$ cat config.mk
export PLATFORM = sky130hd
export DESIGN_NAME = pc_sequencer
export DESIGN_NICKNAME = d
export VERILOG_FILES = /design/src/rtl/pc_sequencer.sv
export SDC_FILE = /design/constraint.sdc
export NUM_CORES = 1
export LEC_CHECK = 0
export CORE_ASPECT_RATIO = 1.2
export CORE_MARGIN = 10
export CORE_UTILIZATION = 53
export DETAILED_ROUTE_END_ITERATION = 6
export PLACE_DENSITY = 0.95
export SYNTH_ARGS = -nofsm -noshare
export SYNTH_HDL_FRONTEND = slang
export SYNTH_SLANG_ARGS = --single-unit
$ cat constraint.sdc
create_clock -name clk -period 6.75 [get_ports clk]
set_input_delay 1.35 -clock clk [delete_from_list [all_inputs] [get_ports clk]]
set_output_delay 1.35 -clock clk [all_outputs]
set_load 0.05 [all_outputs]
$ cat src/rtl/pc_sequencer.sv
// pc_sequencer: multi-cycle fetch/execute/mem sequencer for the WISC core.
// Owns PC, IR and the Z/N/V flags; commit strobes one cycle per retire.
module pc_sequencer #(
  parameter logic [15:0] RESET_PC = 16'h0000
) (
  input  logic        clk,
  input  logic        rst,
  input  logic        imem_rdy,
  input  logic [15:0] imem_data,
  input  logic        dmem_rdy,
  input  logic        alu_zr,
  input  logic        alu_neg,
  input  logic        alu_ov,
  input  logic [15:0] jr_addr,
  output logic [15:0] pc,
  output logic [15:0] pc_plus1,
  output logic [15:0] ir,
  output logic        imem_re,
  output logic        dmem_en,
  output logic        commit,
  output logic        addz_en,
  output logic        halted
);

  typedef enum logic [1:0] {
    S_FETCH,
    S_EXEC,
    S_MEM,
    S_HALT
  } state_t;

  state_t      r_state;
  logic [15:0] r_pc;
  logic [15:0] r_ir;
  logic        r_z;
  logic        r_n;
  logic        r_v;

  logic [3:0]  w_op;
  logic        w_is_mem;
  logic        w_is_hlt;
  logic        w_take;
  logic        w_exec_commit;
  logic [15:0] w_pc1;
  logic [15:0] w_next_pc;

  assign w_op     = r_ir[15:12];
  assign w_is_mem = (w_op == 4'h8) || (w_op == 4'h9);
  assign w_is_hlt = (w_op == 4'hF);
  assign w_pc1    = r_pc + 16'd1;

  assign w_exec_commit = (r_state == S_EXEC) && !w_is_mem && !w_is_hlt;

  always_comb begin
    w_take = 1'b0;
    case (r_ir[11:9])
      3'b000:  w_take = ~r_z;
      3'b001:  w_take = r_z;
      3'b010:  w_take = ~r_z & ~r_n;
      3'b011:  w_take = r_n;
      3'b100:  w_take = r_z | ~r_n;
      3'b101:  w_take = r_z | r_n;
      3'b110:  w_take = r_v;
      default: w_take = 1'b1;
    endcase
  end

  always_comb begin
    w_next_pc = w_pc1;
    case (w_op)
      4'hC: if (w_take)
              w_next_pc = w_pc1 + {{7{r_ir[8]}}, r_ir[8:0]};
      4'hD: w_next_pc = w_pc1 + {{4{r_ir[11]}}, r_ir[11:0]};
      4'hE: w_next_pc = jr_addr;
      default: w_next_pc = w_pc1;
    endcase
  end

  always_ff @(posedge clk) begin
    if (rst) begin
      r_state <= S_FETCH;
      r_pc    <= RESET_PC;
      r_ir    <= 16'h0000;
      r_z     <= 1'b0;
      r_n     <= 1'b0;
      r_v     <= 1'b0;
    end else begin
      case (r_state)
        S_FETCH: begin
          if (imem_rdy) begin
            r_ir    <= imem_data;
            r_state <= S_EXEC;
          end
        end
        S_EXEC: begin
          if (w_is_mem) begin
            r_state <= S_MEM;
          end else if (w_is_hlt) begin
            r_state <= S_HALT;
          end else begin
            r_pc    <= w_next_pc;
            r_state <= S_FETCH;
            case (w_op)
              4'h0, 4'h2: begin
                r_z <= alu_zr;
                r_n <= alu_neg;
                r_v <= alu_ov;
              end
              // addz only retires its flags when the old Z was set
              4'h1: if (r_z) begin
                r_z <= alu_zr;
                r_n <= alu_neg;
                r_v <= alu_ov;
              end
              4'h3, 4'h4, 4'h5, 4'h6, 4'h7: r_z <= alu_zr;
              default: ;
            endcase
          end
        end
        S_MEM: begin
          if (dmem_rdy) begin
            r_pc    <= w_pc1;
            r_state <= S_FETCH;
          end
        end
        default: r_state <= S_HALT;
      endcase
    end
  end

  assign pc       = r_pc;
  assign pc_plus1 = w_pc1;
  assign ir       = r_ir;
  assign addz_en  = r_z;
  assign imem_re  = !rst && (r_state == S_FETCH);
  assign dmem_en  = !rst && (r_state == S_MEM);
  assign halted   = !rst && (r_state == S_HALT);
  assign commit   = !rst && (w_exec_commit ||
                    ((r_state == S_MEM) && dmem_rdy));

endmodule
==> flow_summary.toml <==
[outcome]
outcome = "completed"

[detailed_routing]
vias = 3607
drc = 0
viasPerCell = 6.17
drtIter0Drc = 288
wl_um = 10800
wl_per_cell_um = 18.4
ant_nets = 0
first_pass_iters = 5

[timing]
setup_viol = 0
fmax_ghz = 0.205
tightest_slew_ns = 1.19
fin_setup_tns_ns = 0
fin_ws_ns = 1.88
period_share_pct = 72.1
relSlewSlack_pct = 20.4
fin_skew_ns = 0.00902
period_minus_slack_ns = 4.87
drv_slew = 0
finalHoldViolations = 0
rsz0062_at_grt = "no"

[clock_tree]
clockBufferDepth = 2
post_cts_buffers = 0
cts_resized = 0
root_buffer = "clkbuf_8"
path_clk_slew_ns = 0.08
clock-sinks = 37
cts_hold_buf = 0
clkLatencyLatePin_ns = 0.30
h-tree-depth = 2
cts_buffers = 5
cts_tree = "done"

[worst_setup_path]
cpMostUsedCell = "clkdlybuf4s50_1"
critPathMaxStageDelay_ns = 0.96
critPathSlowestCell = "clkdlybuf4s50_1"
cp-start-kind = "primary input"
path_buf_inv = 3
critPathTopFamily = "buffers and inverters"
path_cells = "clkdlybuf4s50_1 > inv_1 > and3_1 > clkdlybuf4s50_1"
end_kind = "output pin"
worstPathArrival_ns = 3.52
critPathKind = "primary input to output pin"
worstPathMaxFanout = 21
cp.required_ns = 5.40

[global_route]
grt_pass1_wl_um = 17600
antenna_found_initial = 0
grt_pass1_vias = 3637
grt_usage_pct = 21.7
grt_max_degree = 28
overflow = 0

[finish]
syn2layout_area_growth_pct = 30.5
layout_commonest_cell = "clkdlybuf4s50_1"
num-nets-final = 567
diodes = 0
final_cell_mix = "clkdlybuf4s50_1 (91), nand2_1 (60), nor2_1 (38)"
drive_gt1_share_pct = 5.17
final_core_utilization_pct = 70.9

[synthesis]
yosys.area.top_type_share_pct = 22.8
synth_edf_count = 0
syn_area_sq_um = 3240
ys_types = 70
syn_nets = 488
ys_ff_latch = 37
yosysTopAreaCell = "dfxtp_1"
synth-seq-area-share_pct = 22.8
synth_flop_cell = "dfxtp_1"
ys_top_cells_by_area = "dfxtp_1 (23%), ha_1 (9.3%), nand2_1 (6.9%), a21oi_1 (5.2%), xnor2_1 (4.6%)"
avgSynthCellArea_sq_um = 7.65
yosys_warnings = 0
ys_async_sr_fraction_pct = 0
synthCells = 424

[power]
powerDensity_nw_per_um2 = 158
ir_drop_mv = 0.144
p_leak_nw = 1.66

[floorplanning]
io_pins = 92
die_y_um = 106
die_x_um = 91.4
placementRows = 31
core_area_sq_um = 5970
dieArea_sq_um = 9660
initial_utilization_pct = 54.3

[placement]
dp_slack_ns = 1.88
portBuffers = 91
place.gp.congestion = 0.960
dp_hpwl_um = 8250

[min_path]
min_path_type = "flop to flop"

[flow_run]
max-cap-violations = 0
## logic make-up (layout without fill, tap and decap cells)
group | Yosys count | count (layout) | share of synthesized area, %
AND/OR/NAND/NOR | 161 | 161 | 24.4
AO/OA/AOI/OAI | 133 | 133 | 27.8
flip-flops | 37 | 37 | 22.8
buffers and inverters | 36 | 115 | 5.71
XOR/XNOR | 29 | 29 | 8.41
adder cells (fa/ha/maj) | 25 | 25 | 9.88
multiplexers | 3 | 3 | 0.926
## tightest hold or removal path, stage by stage (launching register included)
cell and delay (ns):
dfxtp_1 0.33, nand2_1 0.06, a21oi_1 0.05
## routing by layer
| metal | part of all wire (%) | GRT usage, % |
|---|---|---|
| met5 | 0 | 0 |
| met4 | 3.6 | 9.64 |
| met3 | 7.4 | 5.89 |
| met2 | 50 | 39.0 |
| met1 | 39 | 23.0 |
## stage by stage
stage | hold slack [ns] | cells | power [W] | area, sq um
after floorplan | 0.461 | 424 | 0.000417 | 3240
after global placement | 0.469 | 578 | 0.000495 | 4140
after detailed placement | 0.478 | 578 | 0.000502 | 4140
after CTS | 0.489 | 585 | 0.000661 | 4230
after global routing | 0.508 | 585 | 0.000695 | 4230
final | 0.488 | 585 | 0.000667 | 4230
## state kept, by name, indices dropped and copies added (netlist names)
name / flops
r_state: 2
pc: 16
ir: 16
r_n: 1
addz_en: 1
r_v: 1
## Yosys cell counts, types with 3 or more instances
cell type,number
nand3b_1,3
nand4_1,3
a21oi_1,34
nor2_1,38
clkbuf_1,11
and2_1,3
o211ai_1,7
o221ai_1,3
a21o_1,8
a32oi_1,3
or3_1,5
xnor2_1,17
nand2b_1,7
and3_1,4
inv_1,15
nand2_1,60
o21ai_0,20
nor2b_1,9
a211oi_1,9
xor2_1,11
nand3_1,8
a22oi_1,11
mux2i_1,3
buf_4,3
o22ai_1,3
nor3_1,7
a31oi_1,8
dfxtp_1,37
ha_1,24
## cell type report
type / count / area, sq um
sequential: 37 / 741
timing repair buffer: 93 / 926
tap: 82 / 103
clock inverter: 1 / 7.51
multi-input combinational: 351 / 2320
fill: 499 / 1740
clock buffer: 6 / 82.6
inverter: 15 / 56.3
## where the power goes
| group | internal [W] | total, W | switching (W) |
|---|---|---|---|
| clock network | 0.0000808 | 0.000166 | 0.0000855 |
| logic | 0.0000959 | 0.000247 | 0.000151 |
| registers | 0.000231 | 0.000253 | 0.0000221 |
## final timing paths
path / startpoint / to / slack, ns / depth (start not counted)
max: rst / halted / 1.88 / 4
max reg2reg: pc[0] / pc[15] / 2.77 / 14
min reg2reg: ir[3] / ir[3] / 0.49 / 2
min: ir[3] / ir[3] / 0.49 / 2
(Power assumes the default switching activity.)
==> patch 1 (same settings) <==
Reset style: asynchronous (`rst`), changed in one clocked block.
--- a/src/rtl/pc_sequencer.sv
+++ b/src/rtl/pc_sequencer.sv
@@ -78,3 +78,3 @@
 
-  always_ff @(posedge clk) begin
+  always_ff @(posedge clk or posedge rst) begin
     if (rst) begin
Behaviour: differs if rst is asserted again (counterexample within 4 cycles, from zero or initial values and one cycle with rst high); with rst held inactive, the same outputs for 4 cycles.
==> patch 1 against the unedited design <==
Core utilization rose by 1.8 points; design area rose by 3.9%; synthesized cell count fell by 12%; final cell count fell by 7.4%; sequential cell count did not move; global-route usage fell by 1.0 points; setup slack improved by 0.38 ns; area after synthesis rose by 2.2%; maximum frequency rose by 8.5%; routed wire length fell by 2.1%.
Power is not shown: default switching activity piles up to over one toggle a cycle in this logic, so the estimate is an artifact.
==> patch 1: results (changes against the unedited design) <==
Logic synthesis
  – Post-synthesis mux area share: 6.72% (+5.8 points)
  – Seq/Total Area, Yosys: 27.9% (+5.1 points)
  – Fraction of registers with async set/reset: 100% (+100 points)
  – Synth top area cells: dfrtp_1 28%, ha_1 9.1%, mux2_2 6.1%
  – Post-Synth XOR/XNOR Area: 8.46% (+0.046 points)
  – Synth unique cells: 59 (-16%)
  – Post-synth top cells: 37 x dfrtp_1, 30 x nor2_1, 24 x ha_1, 24 x nand2_1, 20 x a21oi_1
  – Syn Nets: 438 (-10%)

Placement
  – Detailed placer's ending HPWL: 8120 µm (-1.6%)
  – DP Worst Slack: 2.50 ns (+0.624 ns)
  – Routability Congestion: 0.945 (-1.6%)
  – Placed cells: 534 (-7.6%)

Finish
  – Share of cells above drive strength 1: 9.13% (+4.0 points)
  – Filler cells: 466 (-6.6%)
  – Comb_multi_in: 309 (-12%)
  – FF+latch area: 926 µm² (+25%)
  – Non-clock buffering overhead: 21.2% (-0.65 points)
  – Clock network area share: 2.65% (+0.52 points)
  – # clk buffers: 7 (+1)

Global routing
  – Largest net degree at the start of global routing: 38 (+36%)
  – First-pass GRT wire length: 16800 µm (-4.9%)

Outcome
  – Status: finished, final reports clean

Detailed routing
  – Met2 routed WL: 5290 µm (-2.2%)
  – Drt initial violations: 235 (-18%)
  – Met1 wire length: 3970 µm (-5.0%)
  – Via density: 6.29 (+2.0%)

Timing
  – Slew headroom: 22.8% (+2.4 points)

Critical path
  – Highest fanout seen on the critical path: 6 (-71%)
  – Critical Path Max Stage Delay: 0.90 ns (-0.06 ns)
  – Arrival @ worst endpoint: 3.14 ns (-0.38 ns)

Floorplan
  – Die ar.: 0.00983 mm² (+1.7%)
[patch 1: changes by cell type after synthesis, sizes merged, moves of 9 or more]
cell | unedited run | this run
dfxtp | 37 | 0
nand2 | 60 | 25
dfrtp | 0 | 37
mux2 | 0 | 18
a221oi | 2 | 11
a21oi | 34 | 20
[patch 1: final timing paths]
| path | from | to | slack [ns] | depth (start not counted) |
|---|---|---|---|---|
| max in group asynchronous | rst | pc[9]$_DFFE_PP0P_ | 4.82 | 3 |
| setup reg to reg | pc[0]$_DFFE_PP0P_ | pc[15]$_DFFE_PP0P_ | 2.97 | 12 |
| hold / removal | r_v$_DFFE_PP0P_ | r_v$_DFFE_PP0P_ | 0.52 | 1 |
| setup / recovery | pc[0]$_DFFE_PP0P_ | pc_plus1[12] | 2.26 | 7 |
| min in group asynchronous | rst | r_state[1]$_DFFE_PP0P_ | 1.58 | 3 |
| hold reg to reg | r_v$_DFFE_PP0P_ | r_v$_DFFE_PP0P_ | 0.52 | 1 |
==> patch 2 (same flow settings) <==
Made on the original files. Encoding of `state_t`: now Gray code (2 bits for 4 states).
--- a/src/rtl/pc_sequencer.sv
+++ b/src/rtl/pc_sequencer.sv
@@ -25,6 +25,6 @@
   typedef enum logic [1:0] {
-    S_FETCH,
-    S_EXEC,
-    S_MEM,
-    S_HALT
+    S_FETCH = 2'b00,
+    S_EXEC  = 2'b01,
+    S_MEM   = 2'b11,
+    S_HALT  = 2'b10
   } state_t;
Function: no difference found for any inputs over 4 cycles, from zero or initial values and one cycle with rst high; so few cycles prove little.
==> patch 2 against the unedited design <==
Hold slack better by 0.0036 ns; setup slack better by 0.034 ns; routed wire length up 9.5%; area after synthesis up 2.4%; sequential cell count unchanged; design area up 3.9%; power up 7.5%; non-clock buffer count up 2; final cell count up 4.1%; synthesized cell count up 5.4%; highest routed layer unchanged.
==> patch 2: results (changes against the unedited design) <==
Global routing
  – Vias in the first global route: 3822 (+5.1%)
  – Largest net degree at the start of global routing: 29 (+3.6%)
  – Gr usage total: 22.5% (+0.83 points)
  – First-pass GRT wire length: 18300 µm (+4.0%)

Timing
  – Min Hold Slack: 0.491 ns (+0.00365 ns)
  – Clock Skew: 0.00475 ns (-0.00427 ns)
  – Worst Tran Pin Value: 0.974 ns (-0.215 ns)

Logic synthesis
  – Post-synth top cells: 68 x nand2_1, 46 x a21oi_1, 37 x dfxtp_1
  – Ys Warns: 0 (unchanged)
  – Synth top area cells: dfxtp_1 22%, ha_1 9.0%, nand2_1 7.7%
  – Synthesized instance count: 447 (+5.4%)
  – Fraction of registers with async set/reset: 0% (unchanged)
  – Seq/Total Area, Yosys: 22.3% (-0.54 points)
  – Syn Nets: 511 (+4.7%)
  – Synth unique cells: 66 (-5.7%)

Placement
  – Detailed placer's ending HPWL: 8990 µm (+9.0%)
  – Routability Congestion: 0.940 (-2.1%)
  – Placed cells: 601 (+4.0%)
  – Dpl cell area: 0.00428 mm² (+3.2%)

Critical path
  – Critical Path Max Stage Delay: 0.88 ns (-0.08 ns)
  – Highest fanout seen on the critical path: 15 (-29%)
  – R2R setup slack: 3.14 ns (+0.37 ns)
  – Arrival @ worst endpoint: 3.48 ns (-0.04 ns)
  – CP delay by family, top: buffers and inverters

Clocking
  – Worst-path clk slew: 0.07 ns
  – CTS Buf Count: 5 (unchanged)
  – Clk buf depth: 2 (unchanged)
  – Clock latency on the worst-skew pair: 0.30 ns (about the same)

Detailed routing
  – Via density: 6.31 (+2.3%)
  – Vias: 3840 (+6.5%)
  – Drt initial violations: 472 (+64%)
  – Detailed Route WL: 11800 µm (+9.5%)
  – Drt pass-1 iters: 5 (unchanged)

Pwr
  – Worst IR Drop VDD: 0.000126 V (-12%)
  – Power Internal: 0.450 mW (+10%)
  – Pleak: 1.71 nW (+3.2%)

Finish
  – Filler cells: 479 (-4.0%)
  – NumNets Final: 590 (+4.1%)
  – Share of cells above drive strength 1: 4.74% (-0.43 points)
  – Ant diodes: 0 (unchanged)

Outcome
  – Status: finished, final reports clean
patch 2: cell count changes after synthesis, moves of 6 or more:
cell / delta
a21oi_1: +12
a22oi_1: -11
clkbuf_1: +10
nand2_1: +8
nor2_1: -12
nor2b_1: -9
o21ai_0: +8
o21ai_1: +6
patch 2: path summary, 6_finish.rpt:
check / start / endpoint / cells past startpoint
setup / recovery: dmem_rdy / commit / 6
hold / removal: ir[3]$_SDFFE_PP0P_ / ir[3]$_SDFFE_PP0P_ / 2
setup reg to reg: pc[0]$_SDFFE_PP0P_ / pc[15]$_SDFFE_PP0P_ / 13
hold reg to reg: ir[3]$_SDFFE_PP0P_ / ir[3]$_SDFFE_PP0P_ / 2
patch 2: logic make-up (layout without fill, tap and decap cells):
kind of cell	Yosys count	in the layout	share of synthesized area, %
adders and majority gates	25	25	9.64
and+or+nand+nor	164	164	24.2
muxes	5	5	1.51
xor gates and xnor gates	29	29	8.06
AOI/OAI and AO/OA	149	149	29.9
DFF	37	37	22.3
buffers and inverters	38	118	4.37
patch 2: worst reg2reg max path: cells and delay by family, from the launching register on:
| family | cells | cell delay [ns] |
|---|---|---|
| flops | 1 | 0.50 |
| simple gates | 3 | 0.61 |
| compound gates | 5 | 1.03 |
| buf+inv | 1 | 0.17 |
| xor+xnor | 1 | 0.18 |
| fa+ha+maj | 2 | 0.85 |
| mux | 1 | 0.13 |
patch 2: per-stage QoR:
stage / setup WS (ns) / power, mW
4_1_cts: 1.92 / 0.713
3_5_place_dp: 1.94 / 0.512
3_3_place_gp: 2.02 / 0.506
2_1_floorplan: 2.54 / 0.421
6_report: 1.92 / 0.717
5_1_grt: 1.87 / 0.747
patch 2: power by group through the flow:
stage | Clock, mW | Combinational [mW] | Sequential (mW)
2_1_floorplan | 0 | 0.130 | 0.291
6_report | 0.206 | 0.256 | 0.255
3_5_place_dp | 0 | 0.253 | 0.259
3_3_place_gp | 0 | 0.248 | 0.258
5_1_grt | 0.216 | 0.273 | 0.258
4_1_cts | 0.205 | 0.254 | 0.254
patch 2: routing by layer:
layer	track usage [%]	share of wire, %
met2	38.7	47
met4	15.0	6.9
met5	0	0
met1	23.8	38
met3	5.72	7.9
patch 2: area by class of cell:
type	count	area (µm²)	area share, %
inverter	15	56.3	1.28
sequential	37	741	16.8
tap	82	103	2.33
clock buffer	6	82.6	1.88
timing repair buffer	95	941	21.4
multi-input combinational	372	2440	55.4
clock inverter	2	37.5	0.854
